`src/rtl/flag_ctrl_pkg.sv`:
```
// Shared encodings for the N/V/Z flag sequencing controller.
// Latency: n/a (types, constants and a helper function only).
// Backpressure: n/a.
package flag_ctrl_pkg;

   // Instruction class as seen at issue
   typedef enum logic [1:0] {
      CLS_NONE  = 2'd0,
      CLS_ARITH = 2'd1,
      CLS_LOGIC = 2'd2,
      CLS_RSVD  = 2'd3
   } iss_class_e;

   // Branch condition codes
   typedef enum logic [2:0] {
      CC_NE     = 3'd0,
      CC_EQ     = 3'd1,
      CC_GT     = 3'd2,
      CC_LT     = 3'd3,
      CC_GE     = 3'd4,
      CC_LE     = 3'd5,
      CC_OV     = 3'd6,
      CC_ALWAYS = 3'd7
   } cond_e;

   // Bit positions inside the {N,V,Z} flag vector
   localparam int FLG_N = 2;
   localparam int FLG_V = 1;
   localparam int FLG_Z = 0;

   typedef logic [2:0] flags_t;

   // Branch sequencer states
   typedef enum logic [1:0] {
      IDLE = 2'd0,
      WAIT = 2'd1,
      RESP = 2'd2
   } state_e;

   // Per-flag write mask for an issuing instruction; reserved class writes nothing
   function automatic flags_t class_mask(input logic [1:0] cls);
      flags_t m;
      m = '0;
      case (cls)
         CLS_ARITH: m = 3'b111;
         CLS_LOGIC: m[FLG_Z] = 1'b1;
         default:   m = '0;
      endcase
      return m;
   endfunction

endpackage

```
`src/rtl/flag_ctrl_if.sv`:
```
// Issue, writeback and branch-resolution signals of the flag controller.
// Latency: n/a (signal bundle only).
// Backpressure: iss_ready throttles issue; br_req is held until br_ack.
interface flag_ctrl_if;
   import flag_ctrl_pkg::*;

   logic       iss_valid;
   logic [1:0] iss_class;
   logic       iss_ready;
   logic       wb_valid;
   flags_t     wb_flags;
   logic       br_req;
   logic [2:0] br_cond;
   logic       br_ack;
   logic       br_taken;

   // Pipeline side: decode, writeback and PC logic
   modport master (
      output iss_valid, iss_class, wb_valid, wb_flags, br_req, br_cond,
      input  iss_ready, br_ack, br_taken
   );

   // Flag controller side
   modport slave (
      input  iss_valid, iss_class, wb_valid, wb_flags, br_req, br_cond,
      output iss_ready, br_ack, br_taken
   );

endinterface

```
`src/rtl/fifo.sv`:
```
// Generic synchronous FIFO with combinational read data at the head.
// Latency: push visible at head the cycle after write; pop takes effect at the edge.
// Backpressure: push is accepted when not full, or when full with a simultaneous pop.
module fifo #(
   parameter int WIDTH = 8,
   parameter int DEPTH = 4,
   localparam int AW = (DEPTH > 1) ? $clog2(DEPTH) : 1,
   localparam int CW = $clog2(DEPTH + 1)
) (
   input  logic             clk,
   input  logic             rst_n,
   input  logic             push,
   input  logic [WIDTH-1:0] push_dat,
   input  logic             pop,
   output logic [WIDTH-1:0] pop_dat,
   output logic             full,
   output logic             empty,
   output logic [CW-1:0]    count
);

   logic [WIDTH-1:0] mem [DEPTH];
   logic [AW-1:0]    wr_ptr;
   logic [AW-1:0]    rd_ptr;
   logic             push_ok;
   logic             pop_ok;

   assign full    = (count == CW'(DEPTH));
   assign empty   = (count == '0);
   assign push_ok = push & (~full | pop);
   assign pop_ok  = pop & ~empty;
   assign pop_dat = mem[rd_ptr];

   // Storage array; no reset needed, occupancy is tracked by count
   always_ff @(posedge clk) begin
      if (push_ok) begin
         mem[wr_ptr] <= push_dat;
      end
   end

   // Pointers and occupancy; a simultaneous push and pop leaves count unchanged
   always_ff @(posedge clk or negedge rst_n) begin
      if (!rst_n) begin
         wr_ptr <= '0;
         rd_ptr <= '0;
         count  <= '0;
      end else begin
         if (push_ok) begin
            wr_ptr <= wr_ptr + AW'(1);
         end
         if (pop_ok) begin
            rd_ptr <= rd_ptr + AW'(1);
         end
         case ({push_ok, pop_ok})
            2'b10:   count <= count + CW'(1);
            2'b01:   count <= count - CW'(1);
            default: count <= count;
         endcase
      end
   end

endmodule

```
`src/rtl/flag_cond_eval.sv`:
```
// Evaluates a branch condition code against an {N,V,Z} flag vector.
// Latency: purely combinational.
// Backpressure: none.
module flag_cond_eval
   import flag_ctrl_pkg::*;
(
   input  flags_t     flags,
   input  logic [2:0] cond,
   output logic       taken
);

   logic n, v, z;

   assign n = flags[FLG_N];
   assign v = flags[FLG_V];
   assign z = flags[FLG_Z];

   // Condition decode
   always_comb begin
      taken = 1'b0;
      case (cond_e'(cond))
         CC_NE:     taken = ~z;
         CC_EQ:     taken = z;
         CC_GT:     taken = ~z & ~n;
         CC_LT:     taken = n;
         CC_GE:     taken = ~n;
         CC_LE:     taken = n | z;
         CC_OV:     taken = v;
         CC_ALWAYS: taken = 1'b1;
         default:   taken = 1'b0;
      endcase
   end

endmodule

```
`src/rtl/flag_ctrl.sv`:
```
// Queues flag-write masks at issue, applies them at writeback, resolves branches on the flags.
// Latency: branch ack one cycle after br_req when no writers are pending; flags update at the wb edge.
// Backpressure: iss_ready drops while full (unless a writeback frees a slot), outside IDLE, or under br_req.
// Optional FLAG_BYPASS_EN: resolve a branch from the merged writeback flags when the last writer retires.
module flag_ctrl
   import flag_ctrl_pkg::*;
#(
   parameter int MAX_PEND = 4,
   localparam int PW = $clog2(MAX_PEND + 1)
) (
   input  logic          clk,
   input  logic          rst,
   flag_ctrl_if.slave    bus,
   output flags_t        flags,
   output logic [PW-1:0] pend_cnt,
   output logic          wb_err
);

   state_e state;
   logic   br_ack_q;
   logic   br_taken_q;

   logic   q_full;
   logic   q_empty;
   flags_t q_mask;
   flags_t push_mask;
   logic   is_writer;
   logic   push;
   logic   pop;
   flags_t flags_nxt;
   logic   taken_cur;
   logic   res_now;
   logic   res_taken;

   assign push_mask = class_mask(bus.iss_class);
   assign is_writer = (push_mask != '0);

   // A pending branch blocks issue so the writer queue can drain
   assign bus.iss_ready = (state == IDLE) & ~bus.br_req & (~q_full | bus.wb_valid);
   assign push          = bus.iss_valid & bus.iss_ready & is_writer;
   assign pop           = bus.wb_valid & ~q_empty;

   assign bus.br_ack   = br_ack_q;
   assign bus.br_taken = br_taken_q;

   fifo #(
      .WIDTH (3),
      .DEPTH (MAX_PEND)
   ) u_mask_q (
      .clk      (clk),
      .rst_n    (rst),
      .push     (push),
      .push_dat (push_mask),
      .pop      (pop),
      .pop_dat  (q_mask),
      .full     (q_full),
      .empty    (q_empty),
      .count    (pend_cnt)
   );

   // Merge the writeback result into the flags under the oldest queued mask
   always_comb begin
      flags_nxt = flags;
      if (pop) begin
         flags_nxt = (flags & ~q_mask) | (bus.wb_flags & q_mask);
      end
   end

   flag_cond_eval u_eval_cur (
      .flags (flags),
      .cond  (bus.br_cond),
      .taken (taken_cur)
   );

`ifdef FLAG_BYPASS_EN
   logic taken_nxt;

   flag_cond_eval u_eval_nxt (
      .flags (flags_nxt),
      .cond  (bus.br_cond),
      .taken (taken_nxt)
   );

   // Resolve now if nothing is pending, or if the last writer retires this cycle
   always_comb begin
      res_now   = (pend_cnt == '0);
      res_taken = taken_cur;
      if ((pend_cnt == PW'(1)) && pop) begin
         res_now   = 1'b1;
         res_taken = taken_nxt;
      end
   end
`else
   // Resolve only once every older writer has retired into the registered flags
   always_comb begin
      res_now   = (pend_cnt == '0);
      res_taken = taken_cur;
   end
`endif

   // Architectural flags
   always_ff @(posedge clk or negedge rst) begin
      if (!rst) begin
         flags <= '0;
      end else begin
         flags <= flags_nxt;
      end
   end

   // Sticky error for a writeback with no queued writer
   always_ff @(posedge clk or negedge rst) begin
      if (!rst) begin
         wb_err <= 1'b0;
      end else if (bus.wb_valid && q_empty) begin
         wb_err <= 1'b1;
      end
   end

   // Branch sequencer with registered ack and taken outputs
   always_ff @(posedge clk or negedge rst) begin
      if (!rst) begin
         state      <= IDLE;
         br_ack_q   <= 1'b0;
         br_taken_q <= 1'b0;
      end else begin
         br_ack_q <= 1'b0;
         case (state)
            IDLE: begin
               if (bus.br_req) begin
                  if (res_now) begin
                     br_taken_q <= res_taken;
                     br_ack_q   <= 1'b1;
                     state      <= RESP;
                  end else begin
                     state <= WAIT;
                  end
               end
            end
            WAIT: begin
               if (res_now) begin
                  br_taken_q <= res_taken;
                  br_ack_q   <= 1'b1;
                  state      <= RESP;
               end
            end
            RESP: begin
               state <= IDLE;
            end
            default: begin
               state <= IDLE;
            end
         endcase
      end
   end

endmodule

```
`src/flat_wrapper.sv`:
```
// flat-port wrapper written by rule: the top's interface ports become plain ports
module flag_ctrl_flat import flag_ctrl_pkg::*;
#(
   parameter int MAX_PEND = 4,
   localparam int PW = $clog2(MAX_PEND + 1)
)
  (clk, rst, flags, pend_cnt, wb_err, bus_iss_valid, bus_iss_class, bus_wb_valid, bus_wb_flags, bus_br_req, bus_br_cond, bus_iss_ready, bus_br_ack, bus_br_taken);
  flag_ctrl_if bus_i ();
  input  logic clk;
  input  logic rst;
  output flags_t flags;
  output logic [PW-1:0] pend_cnt;
  output logic wb_err;
  input wire logic [$bits(bus_i.iss_valid)-1:0] bus_iss_valid;
  input wire logic [$bits(bus_i.iss_class)-1:0] bus_iss_class;
  input wire logic [$bits(bus_i.wb_valid)-1:0] bus_wb_valid;
  input wire logic [$bits(bus_i.wb_flags)-1:0] bus_wb_flags;
  input wire logic [$bits(bus_i.br_req)-1:0] bus_br_req;
  input wire logic [$bits(bus_i.br_cond)-1:0] bus_br_cond;
  output wire logic [$bits(bus_i.iss_ready)-1:0] bus_iss_ready;
  output wire logic [$bits(bus_i.br_ack)-1:0] bus_br_ack;
  output wire logic [$bits(bus_i.br_taken)-1:0] bus_br_taken;
  assign bus_i.iss_valid = bus_iss_valid;
  assign bus_i.iss_class = bus_iss_class;
  assign bus_i.wb_valid = bus_wb_valid;
  assign bus_i.wb_flags = bus_wb_flags;
  assign bus_i.br_req = bus_br_req;
  assign bus_i.br_cond = bus_br_cond;
  assign bus_iss_ready = bus_i.iss_ready;
  assign bus_br_ack = bus_i.br_ack;
  assign bus_br_taken = bus_i.br_taken;
  flag_ctrl #(.MAX_PEND(MAX_PEND)) u_core (.clk(clk), .rst(rst), .bus(bus_i), .flags(flags), .pend_cnt(pend_cnt), .wb_err(wb_err));
endmodule
```
`config.mk`:
```
export PLATFORM = sky130hd
export DESIGN_NAME = flag_ctrl_flat
export DESIGN_NICKNAME = d
export VERILOG_FILES = /design/src/rtl/flag_ctrl_pkg.sv /design/src/rtl/flag_ctrl_if.sv /design/src/rtl/fifo.sv /design/src/rtl/flag_cond_eval.sv /design/src/rtl/flag_ctrl.sv /design/src/flat_wrapper.sv
export SDC_FILE = /design/constraint.sdc
export NUM_CORES = 1
export LEC_CHECK = 0
export ABC_AREA = 1
export ABC_CLOCK_PERIOD_IN_PS = 2900
export CAP_MARGIN = 25
export CORE_UTILIZATION = 50
export CTS_CLUSTER_DIAMETER = 80
export DETAILED_ROUTE_END_ITERATION = 10
export PLACE_DENSITY = 0.77
export SLEW_MARGIN = 20
export SYNTH_ARGS = -nofsm -noshare
export SYNTH_HDL_FRONTEND = slang
export SYNTH_HIERARCHICAL = 1
export SYNTH_SLANG_ARGS = --single-unit
```
`constraint.sdc`:
```
create_clock -name clk -period 2.9 [get_ports clk]
set_clock_uncertainty 0.05 [all_clocks]
set_input_delay 0.58 -clock clk [delete_from_list [all_inputs] [get_ports clk]]
set_output_delay 0.58 -clock clk [all_outputs]
set_load 0.05 [all_outputs]
```
==> run metrics <==
Critical R2R Capture u_core/u_mask_q/count[2]; GR Util met2 a little over a third; Critical Path RT between 3000 and 4000 ps; share of cells above drive strength 1 a little under a tenth; area of placed instances approximately 1700 um^2; syn_nets roughly 180; TritonCTS clock tree yes; top_reg_cell synth dfrtp_1; multi-input combinational cell area around 540 um^2; worst-case reg-to-reg path depth 14; routed length per placed instance approximately 12 um; register area share after synthesis a little over half; largest net degree at the start of global routing 16; CP Cell Sequence clkdlybuf4s50_1 -> inv_1 -> ha_1 -> inv_1 -> nand2_1 -> nor2_1 -> nand2_4 -> ha_1 -> inv_1 -> fa_1 -> o21ai_0; post-CTS resize count 0; Tcrit/Tclk final roughly 90%; startpoint types primary input; worst reg2reg path startpoint u_core/u_mask_q/count[0]; DRT antenna net count 0; EDFF count, synth 12; final wirelength about 2500 um; die area about 3000 um^2; Synth Area per Inst approximately 8.8 um^2; Leakage ~0.00082 uW; WP buf/inv 4; cell mode on critical path inv_1; Iteration-0 DRC Markers 30; number of remaining DRC errors 0; Fin. Hold Viols 0; H-Tree Level Count 1; hold buffer count at CTS 0; CP Capture Type flop; unrepaired setup endpoints after global routing no; max incr delay on CP between 400 and 500 ps; top post-synthesis cells by area dfrtp_1 (27%), edfxtp_1 (26%), nand2_1 (10%), inv_1 (7.8%), ha_1 (5.4%); Layout area overhead 21.1%; grt met1 use about a quarter; sequential cell area between 700 and 800 um^2; Cells after DPL between 200 and 250; clk root buf clkbuf_4; Sum Neg Setup Slack 0 ps; Slew HR 52.9%; Slew Limit Fails 0; number of global-route vias before repair about 1000; die span in y roughly 55 um; final instance area approximately 1700 um^2; initial antenna violation count 0; Worst-Skew Late Latency roughly 320 ps; Arrival @ worst endpoint 2730 ps; Initial Utilization 54.4%; total gr overflow 0; global-route wire length before repair about 4100 um; Worst-path clk slew roughly 140 ps; R2R Setup Slk 490 ps; Hold Crit Class flop to flop; TritonCTS Buffers 3; critical path launch point bus_iss_class[1]; vias approximately 1100; most common cell in the synthesized netlist nand2_1; #FFs+latches synth 27; critical path class primary input to flop; final setup violation count 0; CP delay by family, top adder cells; critical path peak fanout 7; grt met3 use around 2.8%; num ports 23; Inserted Diodes 0; ys async rst share a little under three fifths; RePlAce Congestion a little under 0.8; row count 18; PwrDens 982 nW/um^2; cell count after synthesis 158; die width between 50 and 60 um; crit path max-delay cell type clkdlybuf4s50_1; CTS max path bufs 2; share of the synthesized area in the top cell type a little over a quarter; Min-Delay Endpoint u_core/wb_err; nets@finish just over 200; Core ar. between 2000 and 3000 um^2; status finished, final reports clean; number of cells on the worst hold path 1; hold path start u_core/wb_err; post-route minimum period roughly 2500 ps; Yosys top cell by area dfrtp_1; Pre-antenna DRT Iters 4; fill cell count 207; Pwr Total 1660 uW; Synth cell types 23; max_cap viols 0; busiest grt layer met2; dpl ws ~26 ps; synth warn 6; fin worst setup slack around 360 ps; most frequent cells after synthesis nand2_1 (39), inv_1 (29), dfrtp_1 (15), nor2_1 (14), nand3_1 (13); input/output buffers 22; Sink Count 27; final std cells w/o fill roughly 210; worst-case vdd ir drop 783 uV; hpwl dp around 2000 um; DR vias/cell 4.95; f_max approximately 390 MHz; Post-CTS Setup Bufs 0; slew of the pin with the lowest slew margin approximately 700 ps; GRT Total Usage 19.8%; mapped cell area about 1400 um^2
==> cell families (layout without fill, tap and decap cells) <==
group / after synthesis / count (layout) / synth area share [%]
AO/OA/AOI/OAI: 12 / 12 / 4.57
XOR/XNOR: 1 / 1 / 0.627
adder cells (fa/ha/maj): 7 / 7 / 6.80
buffers and inverters: 32 / 58 / 8.86
flip-flops: 27 / 27 / 52.6
AND/OR/NAND/NOR: 79 / 79 / 26.5
==> worst register-to-register path: cells and delay by family (launching register included) <==
family | cells | cell delay [ps]
buf+inv | 3 | 320
flops | 1 | 480
fa+ha+maj | 2 | 560
simple gates | 9 | 910
==> stage by stage <==
stage | hold slack [ps] | util, %
after floorplan | 234 | -
after global placement | 391 | 64.9
after detailed placement | 398 | 64.9
after CTS | 429 | 65.9
after global routing | 456 | 65.9
final | 421 | 65.9
==> where the power goes <==
part / internal, uW / switching (uW) / total [uW]
sequential: 503 / 112 / 615
combinational: 314 / 574 / 888
clock: 51.6 / 107 / 158
==> per-layer routing <==
layer	up-vias	share of wire, %
met1	490	43
li1	547	-
met5	-	0
met2	20	52
met3	2	4.1
met4	0	0.75
==> cells in the final DEF, fill, tap and decap left out, types with 2 or more instances in the layout <==
cell type,instances
nand2_1,39
inv_1,29
clkdlybuf4s50_1,21
dfrtp_1,15
nor2_1,14
nand3_1,13
edfxtp_1,12
o21ai_0,10
ha_1,6
clkbuf_4,3
nor2_2,3
inv_2,2
nor3_1,2
nand4_1,2
==> worst max-delay path by stage <==
stage | endpoint | slack [ps] | cells after the start
2_1_floorplan | u_core/u_mask_q/count[2] | 450 | 14
3_3_place_gp | u_core/u_mask_q/count[1] | 120 | 11
3_5_place_dp | u_core/u_mask_q/count[1] | 30 | 11
4_1_cts | u_core/u_mask_q/count[1] | 370 | 11
5_1_grt | u_core/u_mask_q/count[1] | 240 | 11
6_report | u_core/u_mask_q/count[1] | 360 | 11
==> cell type report <==
cell class | count | area share [%]
multi-input cells | 99 | 31.8
well taps | 30 | 2.22
repair buffers | 23 | 14.0
flip-flops and latches | 27 | 43.5
clock buffers | 3 | 1.33
clock inverters | 1 | 0.296
inverters | 31 | 6.87
Power figures use the tool's default switching activity.
